### src/rtl/irq_pkg.sv
// Shared constants and FSM state type for the interrupt pending latch.
// N channels, ID_W-bit acknowledge index, default synchroniser depth.
package irq_pkg;

    localparam int N           = 8;
    localparam int ID_W        = 3;
    localparam int SYNC_STAGES = 2;

    typedef enum logic {
        ST_IDLE   = 1'b0,
        ST_SETTLE = 1'b1
    } ack_state_t;

endpackage

### src/rtl/bit_sync.sv
// Single-bit STAGES-deep flop chain for an asynchronous input.
// Ports: clk, rst_n (async active-low), d (raw), q (synchronised).
module bit_sync #(
    parameter int STAGES = 2
) (
    input  logic clk,
    input  logic rst_n,
    input  logic d,
    output logic q
);

    logic [STAGES-1:0] chain;

    always_ff @(posedge clk or negedge rst_n) begin
        if (!rst_n) begin
            chain <= '0;
        end else begin
            chain <= {chain[STAGES-2:0], d};
        end
    end

    assign q = chain[STAGES-1];

endmodule

### src/rtl/irq_pending_latch.sv
// Synchronises N request lines, latches rising edges as pending bits,
// masks them toward the priority encoder and clears them on acknowledge.
// Ports: clk, rst_n, req_in, mask_wr/mask_in, pend_o, irq_o,
//        ack_valid/ack_id/ack_ready handshake, ack_err_o pulse.
// Optional: define IRQ_OVERRUN_EN to add the sticky overrun_o flags.
module irq_pending_latch
    import irq_pkg::*;
#(
    parameter int STAGES = SYNC_STAGES
) (
    input  logic            clk,
    input  logic            rst_n,
    input  logic [N-1:0]    req_in,
    input  logic            mask_wr,
    input  logic [N-1:0]    mask_in,
    output logic [N-1:0]    pend_o,
    output logic            irq_o,
    input  logic            ack_valid,
    input  logic [ID_W-1:0] ack_id,
    output logic            ack_ready,
    output logic            ack_err_o
`ifdef IRQ_OVERRUN_EN
   ,output logic [N-1:0]    overrun_o
`endif
);

    localparam logic [ID_W:0] N_LIM = (ID_W+1)'(N);

    logic [N-1:0] sync_out;
    logic [N-1:0] sync_prev;
    logic [N-1:0] rise;
    logic [N-1:0] pending;
    logic [N-1:0] pending_d;
    logic [N-1:0] mask;
    logic [N-1:0] clr;
    logic [STAGES:0] warm;
    logic            accept;
    logic            id_ok;
    logic            hit;

    ack_state_t state;
    ack_state_t state_d;

    for (genvar g = 0; g < N; g++) begin : g_sync
        bit_sync #(
            .STAGES (STAGES)
        ) u_sync (
            .clk   (clk),
            .rst_n (rst_n),
            .d     (req_in[g]),
            .q     (sync_out[g])
        );
    end

    // The chain and history flops leave reset at 0, so a line already
    // high at release would look like a rising edge. Edges are ignored
    // until the history flop holds a real sample of the line.
    assign rise = warm[STAGES] ? (sync_out & ~sync_prev) : '0;

    assign id_ok  = {1'b0, ack_id} < N_LIM;
    assign hit    = id_ok && pending[ack_id];
    assign accept = ack_valid && ack_ready;
    assign clr    = (accept && id_ok) ? (N'(1) << ack_id) : '0;

    // New edge is OR-ed in after the clear so a same-cycle edge wins.
    assign pending_d = (pending & ~clr) | rise;

    always_comb begin
        state_d   = state;
        ack_ready = 1'b0;
        unique case (state)
            ST_IDLE: begin
                ack_ready = 1'b1;
                if (ack_valid) begin
                    state_d = ST_SETTLE;
                end
            end
            ST_SETTLE: begin
                state_d = ST_IDLE;
            end
            default: begin
                state_d = ST_IDLE;
            end
        endcase
    end

    always_ff @(posedge clk or negedge rst_n) begin
        if (!rst_n) begin
            state     <= ST_IDLE;
            sync_prev <= '0;
            pending   <= '0;
            mask      <= '1;
            warm      <= '0;
            ack_err_o <= 1'b0;
        end else begin
            state     <= state_d;
            sync_prev <= sync_out;
            pending   <= pending_d;
            warm      <= {warm[STAGES-1:0], 1'b1};
            ack_err_o <= accept && !hit;
            if (mask_wr) begin
                mask <= mask_in;
            end
        end
    end

    assign pend_o = pending & mask;
    assign irq_o  = |pend_o;

`ifdef IRQ_OVERRUN_EN
    logic [N-1:0] overrun;

    always_ff @(posedge clk or negedge rst_n) begin
        if (!rst_n) begin
            overrun <= '0;
        end else begin
            overrun <= (overrun & ~clr) | (rise & pending);
        end
    end

    assign overrun_o = overrun;
`endif

endmodule

### config.mk
export PLATFORM = sky130hd
export DESIGN_NAME = irq_pending_latch
export DESIGN_NICKNAME = d
export VERILOG_FILES = /design/src/rtl/irq_pkg.sv /design/src/rtl/bit_sync.sv /design/src/rtl/irq_pending_latch.sv
export SDC_FILE = /design/constraint.sdc
export NUM_CORES = 1
export LEC_CHECK = 0
export BUFFER_PORTS_ARGS = -buffer_cell sky130_fd_sc_hd__buf_2
export CORE_UTILIZATION = 52
export DETAILED_ROUTE_END_ITERATION = 6
export GPL_ROUTABILITY_DRIVEN = 0
export PLACE_DENSITY = 0.82
export RECOVER_POWER = 25
export SETUP_SLACK_MARGIN = 0.5
export SYNTH_ARGS = -nofsm -noshare
export SYNTH_HDL_FRONTEND = slang
export SYNTH_SLANG_ARGS = --single-unit
### constraint.sdc
create_clock -name clk -period 2.1 [get_ports clk]
set_clock_uncertainty 0.1 [all_clocks]
set_input_delay 0.105 -clock clk [delete_from_list [all_inputs] [get_ports clk]]
set_output_delay 0.105 -clock clk [all_outputs]
set_load 0.01 [all_outputs]
## Yosys cells after proc, flatten, opt, wreduce, memory -nomap -nowiden

Cells that the tools add are included.

| storage, ports and cells | value |
|---|---|
| register bits after elaboration | 45 |
| bits of input ports | 23 |
| output and inout port bits | 11 |
| logic and storage cells | 34 |

| cells by class | value |
|---|---|
| $lt $le $gt $ge | 1 |
| shift operators | 1 |
| multiplexer cells | 7 |
| bitwise operators | 7 |
| reductions and logical operators | 4 |

Operators by type and width:

| cell | number |
|---|---|
| $and A8 B8 Y8 | 3 |
| $mux W8 | 2 |
| $not A8 Y8 | 2 |
| $or A8 B8 Y8 | 1 |
| $reduce_or A8 Y1 | 1 |
| $shl A1 B3 Y8 const A | 1 |
| $lt A3 B4 Y1 const B | 1 |
| $bmux W1 S3 | 1 |
| $mux W1 | 3 |
| $logic_and A1 B1 Y1 | 2 |
| $pmux W1 S2 | 1 |
| $logic_not A1 Y1 | 1 |
| $not A1 Y1 | 1 |

## Longest topological paths before layout

Gate-level depths: netlist (run 1).

| logic depth | value |
|---|---|
| depth in word-level cells | 6 |
| depth in mapped cells | 3 |
| mapped depth without buffers | 3 |

## Cells and area by module

Synthesis (run 1) repeated with hierarchy kept, for this count alone.

| second synthesis, totals | value |
|---|---|
| cells, all modules | 101 |
| area total of the unflattened synthesis | 1541.5 µm² |

By module, submodules not included:

| module | times used | cells an instance | area each (µm²) | sequential area each (µm²) |
|---|---|---|---|---|
| irq_pending_latch | 1 | 85 | 1141.1 | 735.7 |
| bit_sync | 8 | 2 | 50.0 | 50.0 |

## Least setup slack after synthesis (run 1)

No wires, ideal clock.

| timing path | value |
|---|---|
| kind | register to output |
| start | register pending[5] |
| end | output port irq_o |
| arrival | 1541 ps |
| path slack | 354 ps |
| cell stages (with the launch flop) | 4 |
| cells stage by stage | dfrtp_1 -> and2_1 -> or4_1 -> or4_1 |

| on the way | value |
|---|---|
| longest elaborated chain between the ends | 2 |

RTL lines:

| what | RTL line | source |
|---|---|---|
| start: declaration | irq_pending_latch.sv:32 | `logic [N-1:0] pending;` |
| start signal: assignment | irq_pending_latch.sv:98 | `pending <= pending_d;` |
| $and A8 B8 Y8 | irq_pending_latch.sv:107 | `assign pend_o = pending & mask;` |
| net pend_o[5] | irq_pending_latch.sv:16 | `output logic [N-1:0] pend_o,` |
| $reduce_or A8 Y1 | irq_pending_latch.sv:108 | `assign irq_o = \|pend_o;` |
| end: declaration | irq_pending_latch.sv:17 | `output logic irq_o,` |

The timed path passes the listed nets, and every way through them passes these cells.

## Final worst setup path (run 1)

| timing path | value |
|---|---|
| start | register pending[5] |
| end | output port irq_o |

| on the way | value |
|---|---|
| longest elaborated chain between the ends | 2 |

RTL lines:

| what | RTL line |
|---|---|
| $and A8 B8 Y8 | irq_pending_latch.sv:107 |
| $reduce_or A8 Y1 | irq_pending_latch.sv:108 |

No other way between the ends.

==> results of run 1 <==
==> repair_timing <==
item | in CTS | in global routing
hold buffers | 21 | 0
gates resized for setup | 1 | 1
endpoints found under the setup margin | 1 | 1
hold endpoints to repair | 57 | 0
setup buffers | 1 | 0
==> cell usage after synthesis <==
| cell | instances | area, um^2 |
|---|---|---|
| dfrtp_1 | 37 | 925.9 |
| nand2_1 | 9 | 33.78 |
| dfstp_2 | 8 | 210.2 |
| mux2_2 | 8 | 90.09 |
| nand3b_1 | 8 | 60.06 |
| and2_1 | 7 | 43.79 |
| o21ai_0 | 7 | 35.03 |
| inv_1 | 4 | 15.01 |
| clkbuf_1 | 2 | 7.510 |
| nand2b_1 | 2 | 12.51 |
| o31ai_1 | 2 | 15.01 |
| or4_1 | 2 | 15.01 |
| and2_4 | 1 | 8.760 |
| conb_1 | 1 | 3.750 |
| mux4_2 | 1 | 22.52 |
| nor2_1 | 1 | 3.750 |
| nor2b_1 | 1 | 6.260 |
| o22ai_1 | 1 | 6.260 |
| o2bb2ai_1 | 1 | 8.760 |
| o32ai_1 | 1 | 8.760 |
| or2_2 | 1 | 6.260 |
| or3b_2 | 1 | 8.760 |
==> registers in the layout (all words and copies together), names as in the netlist <==
signal,flops
mask,8
ack_err_o,1
state,1
warm,3
pending,8
g_sync.u_sync.chain,16
sync_prev,8
==> final cells by class <==
type                       count  area, um^2  area share [%]
sequential                    45        1136           55.47
multi-input combinational     55       399.1           19.49
timing repair buffer          55       389.1           19.00
clock buffer                   7       65.06           3.177
tap                           31       38.79           1.894
inverter                       4       15.01          0.7330
clock inverter                 1       5.005          0.2443
==> path summary, 6_finish.rpt <==
| path | cells after the start | slack [ps] | endpoint | startpoint |
|---|---|---|---|---|
| hold reg to reg | 0 | 260 | g_sync[2].u_sync.chain[1] | g_sync[2].u_sync.chain[0] |
| hold / removal | 2 | 40 | mask[1] | mask_wr |
| setup reg to reg | 3 | 630 | pending[0] | state |
| setup / recovery | 4 | -80 | irq_o | pending[5] |
| min in group asynchronous | 2 | 320 | sync_prev[6] | rst_n |
| max in group asynchronous | 2 | 1020 | pending[1] | rst_n |
==> power by group <==
part	switching, W	internal (W)	total [W]
registers	0.0000358	0.000944	0.000979
clock network	0.000249	0.000194	0.000443
logic	0.0000964	0.000121	0.000218
total	0.000381	0.00126	0.00164
==> stage by stage <==
stage               setup WS [ps]  util [%]
floorplan                   454.1         -
global placement            331.5     62.93
detailed placement          301.6     62.93
CTS                        -95.85     73.50
global route               -143.0     73.64
finish                     -76.15     73.64
==> per-layer routing <==
layer	track usage, %	routed length, um	up-vias
met1	20.42	1005	462
met4	6.272	41	0
li1	-	-	479
met2	33.45	1335	38
met5	0	0	-
met3	7.143	164	4
==> kinds of logic (layout without fill, tap and decap cells) <==
logic type | after synthesis | count (layout) | synth area share, %
other | 1 | 1 | 0.2423
buffers and inverters | 6 | 67 | 1.455
multiplexers | 9 | 9 | 7.276
AO/OA/AOI/OAI | 12 | 12 | 4.770
AND/OR/NAND/NOR | 33 | 33 | 12.85
flip-flops | 45 | 45 | 73.40
==> worst max-delay path, cell delays in order, from the launching register on <==
cell and delay, ps:
dfrtp_1 420, and2_4 150, or4_4 500, or4_4 420, buf_6 130
==> results.json, run 1 <==
{
  "dieHeight_um": 56.56,
  "core_mm2": 0.002781,
  "htreeDepth": 2,
  "num_io_pins": 34,
  "synth_cell_types": 22,
  "syn_to_final_growth_pct": 32.34,
  "finalCriticalPeriod_ps": 2176,
  "placed_area_mm2": 0.001750,
  "io_buffers": 33,
  "synth_seq_cells": 45,
  "worst_slew_pin_slew_ps": 918.0,
  "syn_avg_cell_area_um2": 14.60,
  "syn_inst": 106,
  "syn_area_mm2": 0.001548,
  "fin_cells": 198,
  "antenna_found_initial": 0,
  "ir_drop_mv": 0.8407,
  "drt_first_pass_iters": 4,
  "clkTransAtPathRegs_ps": 110,
  "total_power_w": 0.001641,
  "start_kind": "flip-flop",
  "route.detailed.drc": 0,
  "drt.antenna.violating_nets": 0,
  "crit_required_ps": 1890,
  "grt_pass1_wl_mm": 4.347,
  "grt_max_degree": 46,
  "setup_viol": 1,
  "status": "finished with violations",
  "leakagePower_nw": 0.9340,
  "cts_buffers": 5,
  "finalCritPeriodShare_pct": 103.6,
  "seq_area_frac_synth_pct": 73.40,
  "crit_type": "flip-flop to primary output",
  "num-fill-cells": 169,
  "drtIter0Drc": 37,
  "maxSlewHeadroom_pct": 38.80,
  "antenna_cells": 0,
  "cts_tree": "built",
  "cp_max_fo": 3,
  "slew_violations": 0,
  "final_layout_size_suffix_gt1_share_pct": 38.92,
  "hold_viol": 0,
  "grt_usage_pct": 18.80,
  "synth_nets": 129,
  "start_util_pct": 55.65,
  "die_area_mm2": 0.003198,
  "final_common_cell": "dfrtp_1",
  "rsz0062_at_grt": "true",
  "vias_per_cell": 4.965,
  "num_rows": 19,
  "cp.arrival_ps": 1970,
  "cp-end-kind": "primary output",
  "clk_latency_ps": 350,
  "drv_cap": 0,
  "violations": "negative setup slack",
  "grt_pass1_vias": 1023,
  "final_cell_mix": "dfrtp_1, buf_2, dlygate4sd3_1",
  "power_density_mw_per_mm2": 801.1,
  "cts-root-buf": "clkbuf_4",
  "place_inst": 168,
  "dp_hpwl_mm": 1.725,
  "die_x_um": 56.56,
  "design_area_mm2": 0.002048,
  "vias": 983,
  "min_path_type": "input pin to flip-flop",
  "cts_buffer_depth": 2,
  "setup_ws_ps": -76.15,
  "routedWlPerCell_um": 12.86,
  "clock-sinks": 45,
  "wl_mm": 2.546,
  "gr-total-overflow": 0,
  "whs_ps": 40.73,
  "yosysWarnings": 0,
  "nets": 189,
  "fmax_mhz": 459.5,
  "setup_tns_ps": -76.15
}
Power figures use the tool's default switching activity.
==> run 2: changes to the inputs <==
--- a/config.mk
+++ b/config.mk
@@ -5,6 +5,7 @@
 export SDC_FILE = /design/constraint.sdc
 export NUM_CORES = 1
 export LEC_CHECK = 0
+export ABC_AREA = 1
 export BUFFER_PORTS_ARGS = -buffer_cell sky130_fd_sc_hd__buf_2
 export CORE_UTILIZATION = 52
 export DETAILED_ROUTE_END_ITERATION = 6
==> run 2 against run 1 <==
Effect of this change: the flow finishes with violations (design-rule violations); cell area increased by 4.1%; power up 13%; maximum frequency up 42%; largest power group unchanged; highest routed layer unchanged.
==> results.json, run 2 <==
{
  "yosysTopAreaCell": "dfrtp_1",
  "synth-compound-area-share_pct": 2.542,
  "async_flop_share_pct": 100.0,
  "synthAdderAreaFrac_pct": 0,
  "crit_type": "flip-flop to primary output",
  "yosysWarnings": 0,
  "place_ws_ps": 908.8,
  "synth.area.top_cells": "dfrtp_1, dfstp_2, nand2_1",
  "dieHeight_um": 57.04,
  "synth_top_family_by_area": "simple AND/OR/NAND/NOR gates",
  "final_cell_mix": "dfrtp_1, nand2_1, buf_2",
  "multi_input_area_um2": 387.9,
  "drt_first_pass_iters": 6,
  "num-fill-cells": 182,
  "syn_inst": 131,
  "reg2reg_slack_ps": 870,
  "die_x_um": 57.04,
  "ys_top_cells_by_count": "nand2_1, dfrtp_1, inv_1",
  "netlist.area_leader.share_pct": 58.78,
  "worst_slew_pin_slew_ps": 870.4,
  "drtIter0Drc": 56,
  "syn_avg_cell_area_um2": 12.02,
  "critical_path.top_delay_family": "simple AND/OR/NAND/NOR gates",
  "final_common_cell": "dfrtp_1",
  "htreeDepth": 2,
  "status": "finished with violations",
  "crit_path_cell_trace": "nand2_2, nand4_1, or2_4, buf_6",
  "cts-root-buf": "clkbuf_4",
  "crit_buf_inv": 1,
  "hold_viol": 0,
  "cp_max_fo": 3,
  "synth_edf_count": 0,
  "violations": "design-rule violations",
  "route.detailed.drc": 12,
  "yosysMostFrequentCell": "nand2_1",
  "wl_mm": 3.029,
  "ir_drop_mv": 0.7039,
  "routedWlPerCell_um": 13.34,
  "finalCriticalPeriod_ps": 1535,
  "io_buffers": 33,
  "grt_usage_pct": 20.05,
  "power_density_mw_per_mm2": 869.5,
  "clk_latency_ps": 340,
  "synth_cell_types": 15,
  "vias_per_cell": 5.181,
  "dp_hpwl_mm": 1.947,
  "synth_nets": 154,
  "antenna_cells": 0,
  "num_rows": 19,
  "min_path_type": "input pin to flip-flop",
  "ys.flop_type": "dfrtp_1",
  "grt_pass1_vias": 1234,
  "grt_max_degree": 43,
  "clock-sinks": 45,
  "crit_required_ps": 1890,
  "drv_cap": 0,
  "nets": 218,
  "drt.antenna.violating_nets": 0,
  "start_util_pct": 56.16,
  "leakagePower_nw": 1.065,
  "cpPeakStageDelay_ps": 430,
  "top_register": "g_sync.u_sync.chain",
  "cpMaxStageDelayCell": "dfrtp_1",
  "synthMuxAreaShare_pct": 5.719,
  "fmax_mhz": 651.6,
  "seq_area_frac_synth_pct": 72.12,
  "finalCritPeriodShare_pct": 73.09,
  "antenna_found_initial": 0,
  "vias": 1176,
  "setup_tns_ps": 0,
  "syn_to_final_growth_pct": 35.35,
  "cp-end-kind": "primary output",
  "setup_viol": 0,
  "syn_area_mm2": 0.001575,
  "gr-total-overflow": 0,
  "start_kind": "flip-flop",
  "seqCellArea_mm2": 0.001136,
  "largest_reg_flops": 16,
  "cp.arrival_ps": 1330,
  "slew_violations": 0,
  "grt_pass1_wl_mm": 4.802,
  "num_io_pins": 34,
  "synth-xor-area-share_pct": 0,
  "cts_tree": "built",
  "yosys.area_share.simple_pct": 15.49,
  "rsz0062_at_grt": "false",
  "final_layout_size_suffix_gt1_share_pct": 35.71,
  "die_area_mm2": 0.003254,
  "synth_seq_cells": 45,
  "clkTransAtPathRegs_ps": 130,
  "maxSlewHeadroom_pct": 41.98,
  "core_mm2": 0.002805,
  "cts_buffer_depth": 2,
  "setup_ws_ps": 565.2,
  "cts_buffers": 5
}
run 2: layout make-up:
cell class | count | share of cell area [%]
inverter | 14 | 2.465
clock inverter | 3 | 3.052
clock buffer | 5 | 1.761
tap | 31 | 1.819
multi-input combinational | 70 | 18.19
sequential | 45 | 53.29
timing repair buffer | 59 | 19.42
run 2: per-layer routing:
metal / routed length [um] / GRT usage, %
met5: 0 / 0
met4: 36 / 8.014
met3: 214 / 7.029
met2: 1660 / 39.33
met1: 1118 / 18.43
run 2: where the power goes:
group	switching [W]	leakage, nW	total, W	internal [W]
combinational	0.000123	0.505	0.000246	0.000123
sequential	0.0000383	0.505	0.000982	0.000944
clock	0.000257	0.0552	0.000625	0.000369
total	0.000418	1.07	0.00185	0.00144
run 2: kinds of logic after synthesis:
logic type / count (synthesis)
simple gates: 53
flops: 45
buf+inv: 16
compound gates: 8
mux: 8
other cells: 1
run 2: what timing repair did:
item / in CTS / in global routing
hold buffers: 19 / 0
buffers inserted: 0 / 6
setup endpoints to repair: 0 / 1
endpoints found under the hold margin: 55 / 0
gates resized for setup: 0 / 5
run 2: final timing paths:
kind / cells past startpoint / endpoint / startpoint
setup / recovery: 4 / irq_o / pending[5]
min in group asynchronous: 2 / ack_err_o / rst_n
setup reg to reg: 4 / pending[4] / state
max in group asynchronous: 3 / mask[0] / rst_n
hold reg to reg: 0 / g_sync[7].u_sync.chain[1] / g_sync[7].u_sync.chain[0]
hold / removal: 2 / mask[5] / mask_wr
run 2: metrics by stage:
step                      hold WS (ps)  total power (W)  cell area (um^2)  instances  utilization, %
after floorplan                 -290.6         0.001088              1575        131               -
after global routing             55.38         0.001940              2132        227           76.00
after global placement           112.5         0.001167              1778        194           63.38
after detailed placement         114.3         0.001182              1778        194           63.38
after CTS                        44.71         0.001834              2071        221           73.82
final                            56.49         0.001854              2132        227           76.00
==> run 3: changes to the inputs <==
--- a/config.mk
+++ b/config.mk
@@ -5,12 +5,12 @@
 export SDC_FILE = /design/constraint.sdc
 export NUM_CORES = 1
 export LEC_CHECK = 0
-export ABC_AREA = 1
+export ABC_AREA = 0
 export BUFFER_PORTS_ARGS = -buffer_cell sky130_fd_sc_hd__buf_2
-export CORE_UTILIZATION = 52
+export CORE_UTILIZATION = 47
 export DETAILED_ROUTE_END_ITERATION = 6
 export GPL_ROUTABILITY_DRIVEN = 0
-export PLACE_DENSITY = 0.82
+export PLACE_DENSITY = 0.78
 export RECOVER_POWER = 25
 export SETUP_SLACK_MARGIN = 0.5
 export SYNTH_ARGS = -nofsm -noshare
==> constraint.sdc (replaced) <==
create_clock -name clk -period 1.3 [get_ports clk]
set_clock_uncertainty 0.1 [all_clocks]
set_input_delay 0.065 -clock clk [delete_from_list [all_inputs] [get_ports clk]]
set_output_delay 0.065 -clock clk [all_outputs]
set_load 0.01 [all_outputs]
==> run 3 against run 2 <==
Effect of this change: critical path depth unchanged; cell area increased by 5.3%; power increased by 49%; non-clock buffer count increased by 2; clock power increased by 5.9%; register-to-register slack got worse by 910 ps; routed wire length decreased by 7.1%; final cell count decreased by 4.4%; flip-flop and latch count unchanged; the flow finishes with violations (negative hold slack, negative setup slack); hold slack got worse by 200 ps; worst setup slack got worse by 1400 ps; die area increased by 8.4%; largest power group unchanged.
==> results.json, run 3 (synthesis gave the netlist of run 1 again) <==
{
  "status": "finished with violations",
  "violations": "negative hold slack, negative setup slack",
  "fmax_mhz": 468.6,
  "switchingPower_w": 0.0007010,
  "reg2reg_slack_ps": -40,
  "cp_max_fo": 2,
  "ir_drop_mv": 0.9155,
  "top_register": "g_sync.u_sync.chain",
  "wl_mm": 2.813,
  "maxSlewHeadroom_pct": 14.43,
  "final_layout_size_suffix_gt1_share_pct": 49.71,
  "drv_cap": 0,
  "grt_pass1_wl_mm": 4.636,
  "clock_power_share_pct": 23.9,
  "num_rows": 20,
  "clock-sinks": 45,
  "pwr-share-comb_pct": 19.0,
  "cpPeakStageDelay_ps": 510,
  "antenna_cells": 0,
  "crit_buf_inv": 1,
  "setup_ws_ps": -833.9,
  "timing.rr.start": "state",
  "drt_first_pass_iters": 4,
  "htreeDepth": 2,
  "syn_to_final_growth_pct": 45.03,
  "pwr-share-seq_pct": 57.1,
  "dp_hpwl_mm": 1.850,
  "cts-root-buf": "clkbuf_4",
  "drt.antenna.violating_nets": 0,
  "core_mm2": 0.003078,
  "cp.depth": 4,
  "grt_max_degree": 25,
  "finalCriticalPeriod_ps": 2134,
  "cp.arrival_ps": 1970,
  "finalCritPeriodShare_pct": 164.1,
  "post_cts_buffers": 0,
  "grt_usage_pct": 19.40,
  "die_x_um": 59.39,
  "cts_tree": "built",
  "drtIter0Drc": 23,
  "routedWlPerCell_um": 12.96,
  "cts_buffers": 5,
  "final_cell_mix": "dfrtp_1, buf_2, dlygate4sd3_1",
  "clk_latency_ps": 350,
  "clkTransAtPathRegs_ps": 130,
  "vias_per_cell": 4.783,
  "reg2reg_to": "pending[0]",
  "gr-total-overflow": 0,
  "place_ws_ps": -428.8,
  "start_kind": "flip-flop",
  "leakagePower_nw": 1.026,
  "placed_area_mm2": 0.001887,
  "nets": 195,
  "cpMaxStageDelayCell": "or4_1",
  "setup_tns_ps": -987.4,
  "dieHeight_um": 59.39,
  "power_density_mw_per_mm2": 1235,
  "cp-end-kind": "primary output",
  "cts_buffer_depth": 2,
  "grt_pass1_vias": 1117,
  "hold_viol": 17,
  "crit_required_ps": 1130,
  "slew_violations": 0,
  "antenna_found_initial": 0,
  "start_util_pct": 50.28,
  "io_buffers": 33,
  "vias": 1038,
  "reg2reg_depth": 3,
  "num_io_pins": 34,
  "final_common_cell": "dfrtp_1",
  "whs_ps": -143.6,
  "crit_type": "flip-flop to primary output",
  "route.detailed.drc": 0,
  "min_path_type": "input pin to async pin",
  "crit_path_cell_trace": "and2_4, or4_1, or4_4, buf_6",
  "worst_slew_pin_slew_ps": 1283,
  "critical_path.top_delay_family": "simple AND/OR/NAND/NOR gates",
  "rsz0062_at_grt": "true",
  "largest_reg_flops": 16,
  "design_area_mm2": 0.002245,
  "swShare_pct": 25.29,
  "die_area_mm2": 0.003527,
  "intPower_w": 0.002070,
  "ctsHoldBuffers": 17,
  "setup_viol": 8
}
==> run 3: cell count changes in the layout (fill, tap and decap cells not counted), moves of 8 or more <==
cell,change
inv_1,-10
buf_2,-10
o21ai_0,-8
buf_6,+11
nand2_1,-27
and2_4,+8
==> run 3: worst max path at each step <==
| stage | start | endpoint | slack, ps |
|---|---|---|---|
| 4_1_cts | mask[2] | irq_o | -850 |
| 3_5_place_dp | mask[2] | irq_o | -430 |
| 2_1_floorplan | pending[2] | irq_o | -310 |
| 3_3_place_gp | pending[2] | irq_o | -410 |
| 5_1_grt | mask[2] | irq_o | -910 |
| 6_report | mask[2] | irq_o | -830 |
==> run 3: power by group through the flow <==
| stage | sequential [W] | clock (W) | combinational (W) |
|---|---|---|---|
| 6_report | 0.00158 | 0.000662 | 0.000528 |
| 5_1_grt | 0.00160 | 0.000754 | 0.000571 |
| 4_1_cts | 0.00158 | 0.000691 | 0.000511 |
| 3_5_place_dp | 0.00161 | 0 | 0.000394 |
| 3_3_place_gp | 0.00160 | 0 | 0.000384 |
| 2_1_floorplan | 0.00159 | 0 | 0.000203 |
==> run 3: layout make-up <==
class                           instances  area (um^2)
Timing Repair Buffer                   61        499.2
Fill cell                             207        833.3
Clock buffer                            5        37.54
Sequential cell                        45         1136
Clock inverter                          3        25.02
Tap cell                               44        55.05
Multi-Input combinational cell         55        476.7
Inverter                                4        15.01
==> run 3: through the flow <==
step           total power [W]  utilization, %  cells
5_1_grt               0.002921           72.93    217
2_1_floorplan         0.001794               -    106
4_1_cts               0.002784           72.20    217
3_5_place_dp          0.002001           61.30    192
3_3_place_gp          0.001980           61.30    192
6_report              0.002771           72.93    217
==> run 3: timing repair <==
item / 4_1_cts / 5_1_grt
resized for setup: 23 / 4
pin swaps: 3 / 0
endpoints found under the hold margin: 67 / 44
setup endpoints to repair: 29 / 29
==> run 3: per-layer routing <==
metal,part of all wire (%),wire (um),global-route usage [%]
met5,0,0,0
met4,0.68,19,7.483
met3,5.8,162,7.860
met2,55,1549,35.96
met1,38,1081,18.94
